File: src/rtl/riscv_pkg.sv
// riscv_pkg: constants and types shared by the RV32I fetch front end.
//   XLEN             - architectural register/address width
//   DEFAULT_RESET_PC - default first fetch address after reset
//   INSTR_BYTES      - byte stride between sequential RV32I instructions
//   fetch_pkt_t      - {pc, instr} pair handed from fetch to decode
//   next_pc()        - sequential successor of a fetch address (wraps mod 2^32)
package riscv_pkg;

  localparam int XLEN = 32;

  localparam logic [XLEN-1:0] DEFAULT_RESET_PC = 32'h0000_0000;
  localparam logic [XLEN-1:0] INSTR_BYTES      = 32'h0000_0004;

  typedef struct packed {
    logic [XLEN-1:0] pc;
    logic [XLEN-1:0] instr;
  } fetch_pkt_t;

  // Sequential fetch address; overflow past 0xFFFF_FFFC wraps silently to 0.
  function automatic logic [XLEN-1:0] next_pc(input logic [XLEN-1:0] cur);
    return cur + INSTR_BYTES;
  endfunction

endpackage

File: src/rtl/fetch_fifo.sv
// fetch_fifo: show-ahead synchronous FIFO with synchronous clear.
//   clk, reset     - clock and synchronous active-high reset
//   clear          - synchronous flush; overrides push/pop in its cycle
//   push/push_data - write request; ignored when full unless a pop frees a slot
//   pop            - remove head; ignored when empty
//   head_data      - current head entry (all zeros while empty)
//   count          - number of stored entries, 0..DEPTH
module fetch_fifo #(
  parameter int DEPTH = 4,
  parameter int WIDTH = 32,
  localparam int CNT_W = $clog2(DEPTH + 1),
  localparam int PTR_W = $clog2(DEPTH)
) (
  input  logic             clk,
  input  logic             reset,
  input  logic             clear,
  input  logic             push,
  input  logic [WIDTH-1:0] push_data,
  input  logic             pop,
  output logic [WIDTH-1:0] head_data,
  output logic [CNT_W-1:0] count
);

  localparam logic [CNT_W-1:0] FULL_CNT = CNT_W'(DEPTH);
  localparam logic [CNT_W-1:0] CNT_ONE  = CNT_W'(1);
  localparam logic [PTR_W-1:0] LAST_PTR = PTR_W'(DEPTH - 1);
  localparam logic [PTR_W-1:0] PTR_ONE  = PTR_W'(1);

  logic [WIDTH-1:0] mem_r [DEPTH];
  logic [PTR_W-1:0] rd_ptr_r;
  logic [PTR_W-1:0] wr_ptr_r;
  logic [CNT_W-1:0] count_r;
  logic             do_push_s;
  logic             do_pop_s;

  // Pointer increment with explicit wrap so non-power-of-two depths work.
  function automatic logic [PTR_W-1:0] inc_ptr(input logic [PTR_W-1:0] ptr);
    if (ptr == LAST_PTR) begin
      return {PTR_W{1'b0}};
    end else begin
      return ptr + PTR_ONE;
    end
  endfunction

  // Qualify push/pop against occupancy; a full FIFO may accept a push only alongside a pop.
  always_comb begin
    do_pop_s  = pop && (count_r != {CNT_W{1'b0}});
    do_push_s = push && ((count_r != FULL_CNT) || do_pop_s);
  end

  // Pointer and occupancy state.
  always_ff @(posedge clk) begin
    if (reset || clear) begin
      rd_ptr_r <= {PTR_W{1'b0}};
      wr_ptr_r <= {PTR_W{1'b0}};
      count_r  <= {CNT_W{1'b0}};
    end else begin
      if (do_push_s) begin
        wr_ptr_r <= inc_ptr(wr_ptr_r);
      end
      if (do_pop_s) begin
        rd_ptr_r <= inc_ptr(rd_ptr_r);
      end
      case ({do_push_s, do_pop_s})
        2'b10:   count_r <= count_r + CNT_ONE;
        2'b01:   count_r <= count_r - CNT_ONE;
        default: count_r <= count_r;
      endcase
    end
  end

  // Storage array; contents are don't-care until written because the head is masked while empty.
  always_ff @(posedge clk) begin
    if (do_push_s && !clear && !reset) begin
      mem_r[wr_ptr_r] <= push_data;
    end
  end

  // Show-ahead head; forced to zero while empty so downstream never sees stale data.
  always_comb begin
    if (count_r != {CNT_W{1'b0}}) begin
      head_data = mem_r[rd_ptr_r];
    end else begin
      head_data = {WIDTH{1'b0}};
    end
    count = count_r;
  end

endmodule

File: src/rtl/riscv_fetch_unit.sv
// riscv_fetch_unit: RV32I instruction-fetch front end.
//   clk, reset                       - clock, synchronous active-high reset
//   pc                               - next address to request
//   imem_req_valid/ready/addr        - word request port to instruction memory
//   imem_rsp_valid/data              - in-order responses, no backpressure
//   redirect_valid/pc                - restart fetch at a new PC, discarding stale work
//   id_valid/ready, id_pc, id_instr  - {pc, instr} stream to decode
// Credit: requests in flight plus buffered instructions never exceed DEPTH,
// so the response FIFO cannot overflow even though memory cannot be stalled.
module riscv_fetch_unit
  import riscv_pkg::*;
#(
  parameter logic [XLEN-1:0] RESET_PC = DEFAULT_RESET_PC,
  parameter int              DEPTH    = 4
) (
  input  logic            clk,
  input  logic            reset,
  output logic [XLEN-1:0] pc,
  output logic            imem_req_valid,
  input  logic            imem_req_ready,
  output logic [XLEN-1:0] imem_req_addr,
  input  logic            imem_rsp_valid,
  input  logic [XLEN-1:0] imem_rsp_data,
  input  logic            redirect_valid,
  input  logic [XLEN-1:0] redirect_pc,
  output logic            id_valid,
  input  logic            id_ready,
  output logic [XLEN-1:0] id_pc,
  output logic [XLEN-1:0] id_instr
);

  localparam int CNT_W = $clog2(DEPTH + 1);
  localparam logic [CNT_W:0]   DEPTH_SUM = (CNT_W + 1)'(DEPTH);
  localparam logic [CNT_W-1:0] CNT_ONE   = CNT_W'(1);
  localparam logic [CNT_W-1:0] CNT_ZERO  = CNT_W'(0);

  logic [XLEN-1:0]   pc_r;
  logic [CNT_W-1:0]  drop_cnt_r;
  logic [CNT_W-1:0]  outstanding_s;
  logic [CNT_W-1:0]  fifo_count_s;
  logic [CNT_W:0]    credit_sum_s;
  logic              req_fire_s;
  logic              rsp_live_s;
  logic              rsp_keep_s;
  logic              id_pop_s;
  logic [XLEN-1:0]   pend_head_s;
  logic [2*XLEN-1:0] rsp_head_s;
  fetch_pkt_t        rsp_pkt_s;
  fetch_pkt_t        head_pkt_s;

  // Handshake qualification and credit check; both counts are registered, so
  // imem_req_valid has no path from id_ready or imem_rsp_valid.
  always_comb begin
    credit_sum_s   = {1'b0, outstanding_s} + {1'b0, fifo_count_s};
    imem_req_valid = !reset && !redirect_valid && (credit_sum_s < DEPTH_SUM);
    req_fire_s     = imem_req_valid && imem_req_ready;
    // A response with nothing in flight is a protocol error and is ignored entirely.
    rsp_live_s     = imem_rsp_valid && (outstanding_s != CNT_ZERO);
    rsp_keep_s     = rsp_live_s && (drop_cnt_r == CNT_ZERO) && !redirect_valid;
    id_pop_s       = id_valid && id_ready && !redirect_valid;
    rsp_pkt_s.pc    = pend_head_s;
    rsp_pkt_s.instr = imem_rsp_data;
    head_pkt_s      = rsp_head_s;
  end

  // Fetch PC and count of in-flight responses still to be discarded after a redirect.
  always_ff @(posedge clk) begin
    if (reset) begin
      pc_r       <= RESET_PC;
      drop_cnt_r <= CNT_ZERO;
    end else if (redirect_valid) begin
      pc_r       <= redirect_pc;
      // A response returning this very cycle is already discarded, so exclude it.
      drop_cnt_r <= outstanding_s - (rsp_live_s ? CNT_ONE : CNT_ZERO);
    end else begin
      if (req_fire_s) begin
        pc_r <= next_pc(pc_r);
      end else begin
        pc_r <= pc_r;
      end
      if (rsp_live_s && (drop_cnt_r != CNT_ZERO)) begin
        drop_cnt_r <= drop_cnt_r - CNT_ONE;
      end else begin
        drop_cnt_r <= drop_cnt_r;
      end
    end
  end

  // Pending-PC queue: one entry per accepted request, popped by each response.
  // Its occupancy is the outstanding-request count. Not cleared on redirect,
  // since stale responses still return and must pop their own entries.
  fetch_fifo #(
    .DEPTH (DEPTH),
    .WIDTH (XLEN)
  ) u_pend_q (
    .clk       (clk),
    .reset     (reset),
    .clear     (1'b0),
    .push      (req_fire_s),
    .push_data (pc_r),
    .pop       (rsp_live_s),
    .head_data (pend_head_s),
    .count     (outstanding_s)
  );

  // Response FIFO feeding decode; flushed on redirect.
  fetch_fifo #(
    .DEPTH (DEPTH),
    .WIDTH (2 * XLEN)
  ) u_rsp_q (
    .clk       (clk),
    .reset     (reset),
    .clear     (redirect_valid),
    .push      (rsp_keep_s),
    .push_data (rsp_pkt_s),
    .pop       (id_pop_s),
    .head_data (rsp_head_s),
    .count     (fifo_count_s)
  );

  // Output mapping; all values derive from registered state.
  always_comb begin
    pc            = pc_r;
    imem_req_addr = pc_r;
    id_valid      = (fifo_count_s != CNT_ZERO);
    id_pc         = head_pkt_s.pc;
    id_instr      = head_pkt_s.instr;
  end

endmodule
File: config.mk
export PLATFORM = sky130hd
export DESIGN_NAME = riscv_fetch_unit
export DESIGN_NICKNAME = d
export VERILOG_FILES = /design/src/rtl/riscv_pkg.sv /design/src/rtl/fetch_fifo.sv /design/src/rtl/riscv_fetch_unit.sv
export SDC_FILE = /design/constraint.sdc
export NUM_CORES = 1
export LEC_CHECK = 0
export BUFFER_PORTS_ARGS = -buffer_cell sky130_fd_sc_hd__buf_2
export CORE_MARGIN = 2
export CORE_UTILIZATION = 60
export CTS_BUF_LIST = sky130_fd_sc_hd__clkbuf_8
export DETAILED_ROUTE_END_ITERATION = 8
export PLACE_DENSITY = 0.81
export SYNTH_ARGS = -nofsm -noshare
export SYNTH_HDL_FRONTEND = slang
export SYNTH_HIERARCHICAL = 1
export SYNTH_SLANG_ARGS = --single-unit
export TNS_END_PERCENT = 1
File: constraint.sdc
create_clock -name clk -period 6.2 [get_ports clk]
set_input_delay 0.93 -clock clk [delete_from_list [all_inputs] [get_ports clk]]
set_output_delay 0.93 -clock clk [all_outputs]
set_load 0.01 [all_outputs]
---- After elaboration in Yosys (flattened, before gate mapping) ----
Memory sizes are Yosys's and may differ from the RTL's. A register that Yosys moved wholly into a read port is not among the register bits.
Cells that the tools add are included.
cells by class
  add/subtract/negate cells ............... 12
  magnitude comparators ................... 1
  equal/unequal tests ..................... 10
  muxes and demuxes ....................... 21
  reduce and logical (&&, ||, !) cells .... 29
operators by type and width
  kind                   number
  $mux 32                3
  $mux 64                1
  $add 32x3->32 const B  1
  $logic_and 1x1->1      16
  $mux 2                 8
  $eq 2x2->1 const B     6
  $pmux 3 s2             2
  $reduce_bool 3->1      3
  $sub 3x1->3 const B    3
  $add 2x1->2 const B    4
  $reduce_bool 2->1      4
  $add 3x1->3 const B    2
  $mux 3                 2
  $ne 3x3->1 const B     2
  $mux 1                 5
  $add 3x3->4            1
  $eq 2x1->1 const B     2
  $lt 4x3->1 const B     1
  $logic_not 3->1        1
  $logic_or 1x1->1       3
  $sub 3x1->3            1
  $logic_not 1->1        2
storage, ports and cells
  flip-flop bits (word level) ............. 49
  bits in writable memories ............... 384
  input bits .............................. 70
  output and inout bits ................... 130
  word-level logic and storage cells ...... 83
  memories kept ........................... 2
memory list
  name            depth  bits a word  rd ports  clocked after Yosys merged registers in  wr ports  RTL line          source
  u_rsp_q.mem_r   4      64           1         1                                        1         fetch_fifo.sv:29  logic [WIDTH-1:0] mem_r [DEPTH];
  u_pend_q.mem_r  4      32           1         1                                        1         fetch_fifo.sv:29

---- Depth between registers and ports, before layout ----
  depth in word-level cells ............... 10
  mapped depth ............................ 12
  depth with buffers taken out ............ 10

---- Cells and area by module ----
Netlist, hierarchy kept.
modules (own cells, without submodules)
  module                 instances  cells an instance  area each (um2)  seq. area each (um2)
  fetch_fifo (u_rsp_q)   1          473                10,283.6         7,867.5
  fetch_fifo (u_pend_q)  1          270                5,507.8          4,023.9
  riscv_fetch_unit       1          301                2,458.6          700.7

---- Worst setup path before layout ----
No wires, ideal clock.
  path type ............................... input port to flip-flop
  start point ............................. in redirect_valid
  end point ............................... mem u_rsp_q/mem_r[0][0] in the netlist's numbering, enable pin
  setup time .............................. 0.429 ns
  arrival ................................. 3.634 ns
  required time ........................... 5.771 ns
  setup slack ............................. 2.137 ns
  stages .................................. 8
  buffers on the path ..................... 4
  cell sequence ........................... buf_2 -> buf_1 -> buf_1 -> nor3b_1 -> buf_4 -> inv_1 -> nor2_1 -> and3_1
between the ends
  elaborated cells on any way between the ends .. 10
  those cells by class .................... 2 x mux; 8 x reduce/logical
RTL lines
  what                            RTL line                source
  start: declaration              riscv_fetch_unit.sv:24  input logic redirect_valid,
  $logic_not 1->1                 riscv_fetch_unit.sv:59  rsp_keep_s = rsp_live_s && (drop_cnt_r == CNT_ZERO) && !redirect_valid;
  $logic_and 1x1->1               riscv_fetch_unit.sv:59
  named net rsp_keep_s            riscv_fetch_unit.sv:44  logic rsp_keep_s;
  $logic_and 1x1->1               fetch_fifo.sv:48        do_push_s = push && ((count_r != FULL_CNT) || do_pop_s);
  $logic_and 1x1->1 (2 in a row)  fetch_fifo.sv:74        if (do_push_s && !clear && !reset) begin
  $mux 1                          fetch_fifo.sv:74
  $mux 1 (not written as such)    fetch_fifo.sv:75        mem_r[wr_ptr_r] <= push_data;
  end: declaration                fetch_fifo.sv:29
The timed path passes the listed nets, and every way through them passes these cells.

==> flow_metrics.py <==
metrics = {
    "outcome": {
        "status": "finished, final reports clean",
    },
    "critical_path": {
        "critPathTopFamily": "flip-flops",
        "setup.worst_path.start_class": "flop",
        "path_cells": "buf_4 > mux4_2 > nor2b_1 > buf_2",
        "cpMaxStageDelayCell": "dfxtp_4",
        "cp.buffers_inverters": 2,
        "path_depth": 4,
        "r2r-start": "u_pend_q/count[0]$_SDFFE_PP0P_",
        "worstRegToRegCells": 6,
        "end_kind": "output port",
        "cp_max_fo": 36,
        "slowest_delay_ps": 830,
        "critical_path_class": "flop to output port",
        "required_ps": 5270,
        "critical_path_arrival_ps": 2960,
    },
    "synth": {
        "syn_inst": 1044,
        "async_flop_share_pct": 0,
        "synth-seq-area-share_pct": 69.0,
        "yosysUniqueCellTypes": 80,
        "synth_edf_count": 384,
        "synth_top_flop_cell": "edfxtp_1",
        "synth-compound-area-share_pct": 3.76,
        "synth_adder_area_share_pct": 1.38,
        "synth-simple-area-share_pct": 9.02,
        "avgSynthCellArea_sq_um": 17.5,
        "yosys_warnings": 6,
        "synth-seq-cells": 437,
        "syn_area_sq_um": 18300,
        "synth_top_family_by_area": "multiplexers",
        "synth_mux_area_share_pct": 12.3,
        "synth_xor_area_share_pct": 0.576,
    },
    "cts": {
        "cts_max_path_buffers": 3,
        "insertion_delay_ps": 590,
        "clock-sinks": 437,
        "postCtsHoldBufs": 0,
        "cts_setup_buffers": 0,
        "cts_tree": "built",
        "clockRootBuffer": "clkbuf_8",
        "cts-resized-gates": 0,
        "cts-buffers-inserted": 69,
        "clkSlewWorstSetupHoldPaths_ps": 60,
        "htree_levels": 3,
    },
    "timing": {
        "skew_ps": 24.7,
        "slew_headroom_pct": 32.2,
        "fin_ws_ps": 2310,
        "finalCritPeriodShare_pct": 62.7,
        "hold_viol": 0,
        "period_needed_ps": 3890,
        "finalSetupViolCount": 0,
        "fmax_mhz": 257,
        "finalSetupTns_ps": 0,
        "final-max-slew-violation-count": 0,
        "tightestPinTransition_ps": 1020,
        "rsz0062_at_grt": "false",
    },
    "routing": {
        "route.antenna.remaining_nets": 0,
        "drt-wirelength-per-cell_um": 21.2,
        "drt_iter0_drc": 766,
        "drc": 0,
        "via_per_inst": 5.91,
        "wirelength_um": 35700,
        "num_vias": 9939,
        "drtPass1Iterations": 4,
    },
    "floorplan": {
        "fp.dieW_um": 178,
        "std_cell_rows": 63,
        "io_pins": 200,
        "floorplan.initialDensity_pct": 61.2,
        "die_h_um": 178,
        "coreArea_sq_um": 29800,
        "dieArea_sq_um": 31800,
    },
    "global_route": {
        "grt_pass1_vias": 9839,
        "grt_pass1_wl_um": 54600,
        "antenna_found_initial": 0,
        "grt_overflow": 0,
        "grt_use_total_pct": 22.8,
        "grt_max_degree": 66,
    },
    "min_path": {
        "hold_path.class": "flop to flop",
        "holdPathStages": 2,
        "hp-start": "u_pend_q/rd_ptr_r[0]$_SDFFE_PP0N_",
    },
    "place": {
        "gp_congestion": 0.870,
        "dpl_worst_slack_ps": 2520,
        "io_buffers": 199,
        "dp.final_hpwl_um": 22200,
    },
    "power_and_ir_drop": {
        "combPwrFrac_pct": 2.5,
        "clkPwrFrac_pct": 39.8,
        "switching_share_pct": 21.2,
        "p_leak_uw": 0.00725,
        "power.switching_uw": 1200,
        "ir_worst_vdd_uv": 169,
        "p_per_area_nw_per_um2": 275,
        "internal-power_uw": 4440,
        "seqPwrFrac_pct": 57.7,
    },
    "cells_and_area": {
        "fin_nets": 1330,
        "areaGrowthSynthToFinish_pct": 12.5,
        "drive_above_1_share_pct": 33.7,
        "antennaDiodeCount": 0,
    },
    "run": {
        "cap_violations": 0,
    },
}
## placed cells by master (no fill, tap or decap), types with 4 or more instances in the layout
master and instances:
nor2_1 31, clkbuf_8 79, clkinv_2 6, mux2i_1 5, mux4_2 94, a21oi_1 31
nand3_1 18, buf_4 11, xnor2_1 7, nand2_1 29, a211o_1 4, nand4_1 7
nand2b_1 7, nand3b_1 7, clkinv_1 11, inv_1 47, buf_2 199, o21a_1 4
inv_6 4, and2b_1 15, ha_1 17, nor4_1 4, edfxtp_1 384, dfxtp_1 50
and3_1 8, and3_4 4, or3_1 6, a22oi_1 4, nor2b_4 4, nor3_1 6
o21ai_0 17, or2_2 4, nor2b_1 80, o211ai_1 7, xor2_1 5
## metal layers
metal	wire length [um]	part of all wire [%]	vias to the layer above	track usage, %
met5	0	0	-	0
met3	2690	7.5	66	4.07
met1	14800	42	4952	32.1
met4	807	2.3	0	7.93
li1	-	-	4450	-
met2	17400	49	471	36.6
## cell usage after synthesis, types with 3 or more instances
| cell | n | area share (%) |
|---|---|---|
| nor3_1 | 6 | 0.16 |
| edfxtp_1 | 384 | 63 |
| o21ai_0 | 17 | 0.47 |
| buf_1 | 3 | 0.062 |
| nand3_1 | 18 | 0.49 |
| nor2b_4 | 4 | 0.30 |
| a211o_1 | 4 | 0.19 |
| dfxtp_1 | 53 | 5.8 |
| buf_2 | 18 | 0.49 |
| nor2_1 | 31 | 0.64 |
| o21a_1 | 4 | 0.16 |
| buf_4 | 39 | 1.6 |
| or4_1 | 3 | 0.12 |
| xor2_1 | 5 | 0.24 |
| and3_1 | 12 | 0.41 |
| nand2b_1 | 7 | 0.24 |
| and4_1 | 3 | 0.14 |
| nor2b_1 | 80 | 2.7 |
| mux4_2 | 94 | 12 |
| nand4_1 | 7 | 0.24 |
| nand3b_1 | 7 | 0.29 |
| mux2i_1 | 5 | 0.27 |
| or3_1 | 6 | 0.21 |
| or2_2 | 4 | 0.14 |
| ha_1 | 17 | 1.2 |
| clkbuf_1 | 11 | 0.23 |
| inv_1 | 27 | 0.56 |
| and2_1 | 3 | 0.10 |
| nor4_1 | 4 | 0.14 |
| o211ai_1 | 7 | 0.29 |
| buf_6 | 10 | 0.62 |
| xnor2_1 | 7 | 0.34 |
| a21oi_1 | 31 | 0.85 |
| buf_12 | 3 | 0.33 |
| a22oi_1 | 4 | 0.16 |
| nand2_1 | 29 | 0.60 |
| and2b_1 | 15 | 0.62 |
| nand4_2 | 3 | 0.21 |
## kinds of logic (layout without fill, tap and decap cells)
logic type | Yosys count | in the layout
flops | 437 | 437
simple gates | 259 | 259
buf+inv | 114 | 361
mux | 103 | 103
compound gates | 99 | 99
fa+ha+maj | 19 | 19
xor+xnor | 12 | 12
other cells | 1 | 2
## stage by stage
step                total power, uW  hold slack, ps  cell area (sq um)  cells  util (%)
global route                   5820             527              20500   1682      68.9
global placement               3450             464              19200   1560      64.6
floorplan                      3380             463              18300   1045         -
detailed placement             3450             480              19200   1560      64.6
finish                         5640             493              20500   1682      68.9
CTS                            5680             498              20500   1682      68.9
## state kept, by name, indices dropped and copies added (netlist names), named ones only
register / cells
u_rsp_q/mem_r: 256
u_pend_q/mem_r: 128
imem_req_addr: 32
u_pend_q/count: 3
drop_cnt_r: 3
u_rsp_q/rd_ptr_r: 2
u_pend_q/rd_ptr_r: 2
u_pend_q/wr_ptr_r: 2
u_rsp_q/count: 3
u_rsp_q/wr_ptr_r: 2
## cell type report
type / instances / area, sq um
Clock inverter: 43 / 206
Clock buffer: 79 / 1090
Inverter: 29 / 110
Tap cell: 390 / 488
Timing Repair Buffer: 210 / 1080
Fill cell: 1922 / 9260
Multi-Input combinational cell: 494 / 4960
Sequential cell: 437 / 12600
## power by group through the flow
| stage | Combinational [uW] | Sequential [uW] | Clock [uW] |
|---|---|---|---|
| after global placement | 136 | 3310 | 0 |
| after floorplan | 79.5 | 3300 | 0 |
| after CTS | 139 | 3250 | 2290 |
| final | 139 | 3250 | 2250 |
| after global routing | 152 | 3260 | 2420 |
| after detailed placement | 139 | 3310 | 0 |
## worst min-delay path: cells and delay by family (launching register included)
kind / cells / cell delay, ps
simple gates: 1 / 60
compound gates: 1 / 70
flops: 1 / 320
## worst paths after layout
| check | to | slack [ps] |
|---|---|---|
| worst max-delay path | id_pc[23] | 2310 |
| worst max register to register | u_rsp_q/mem_r[2][47]$_DFFE_PP_ | 2650 |
| worst min register to register | flop | 490 |
| worst min-delay path | flop | 490 |
(Power assumes the default switching activity.)
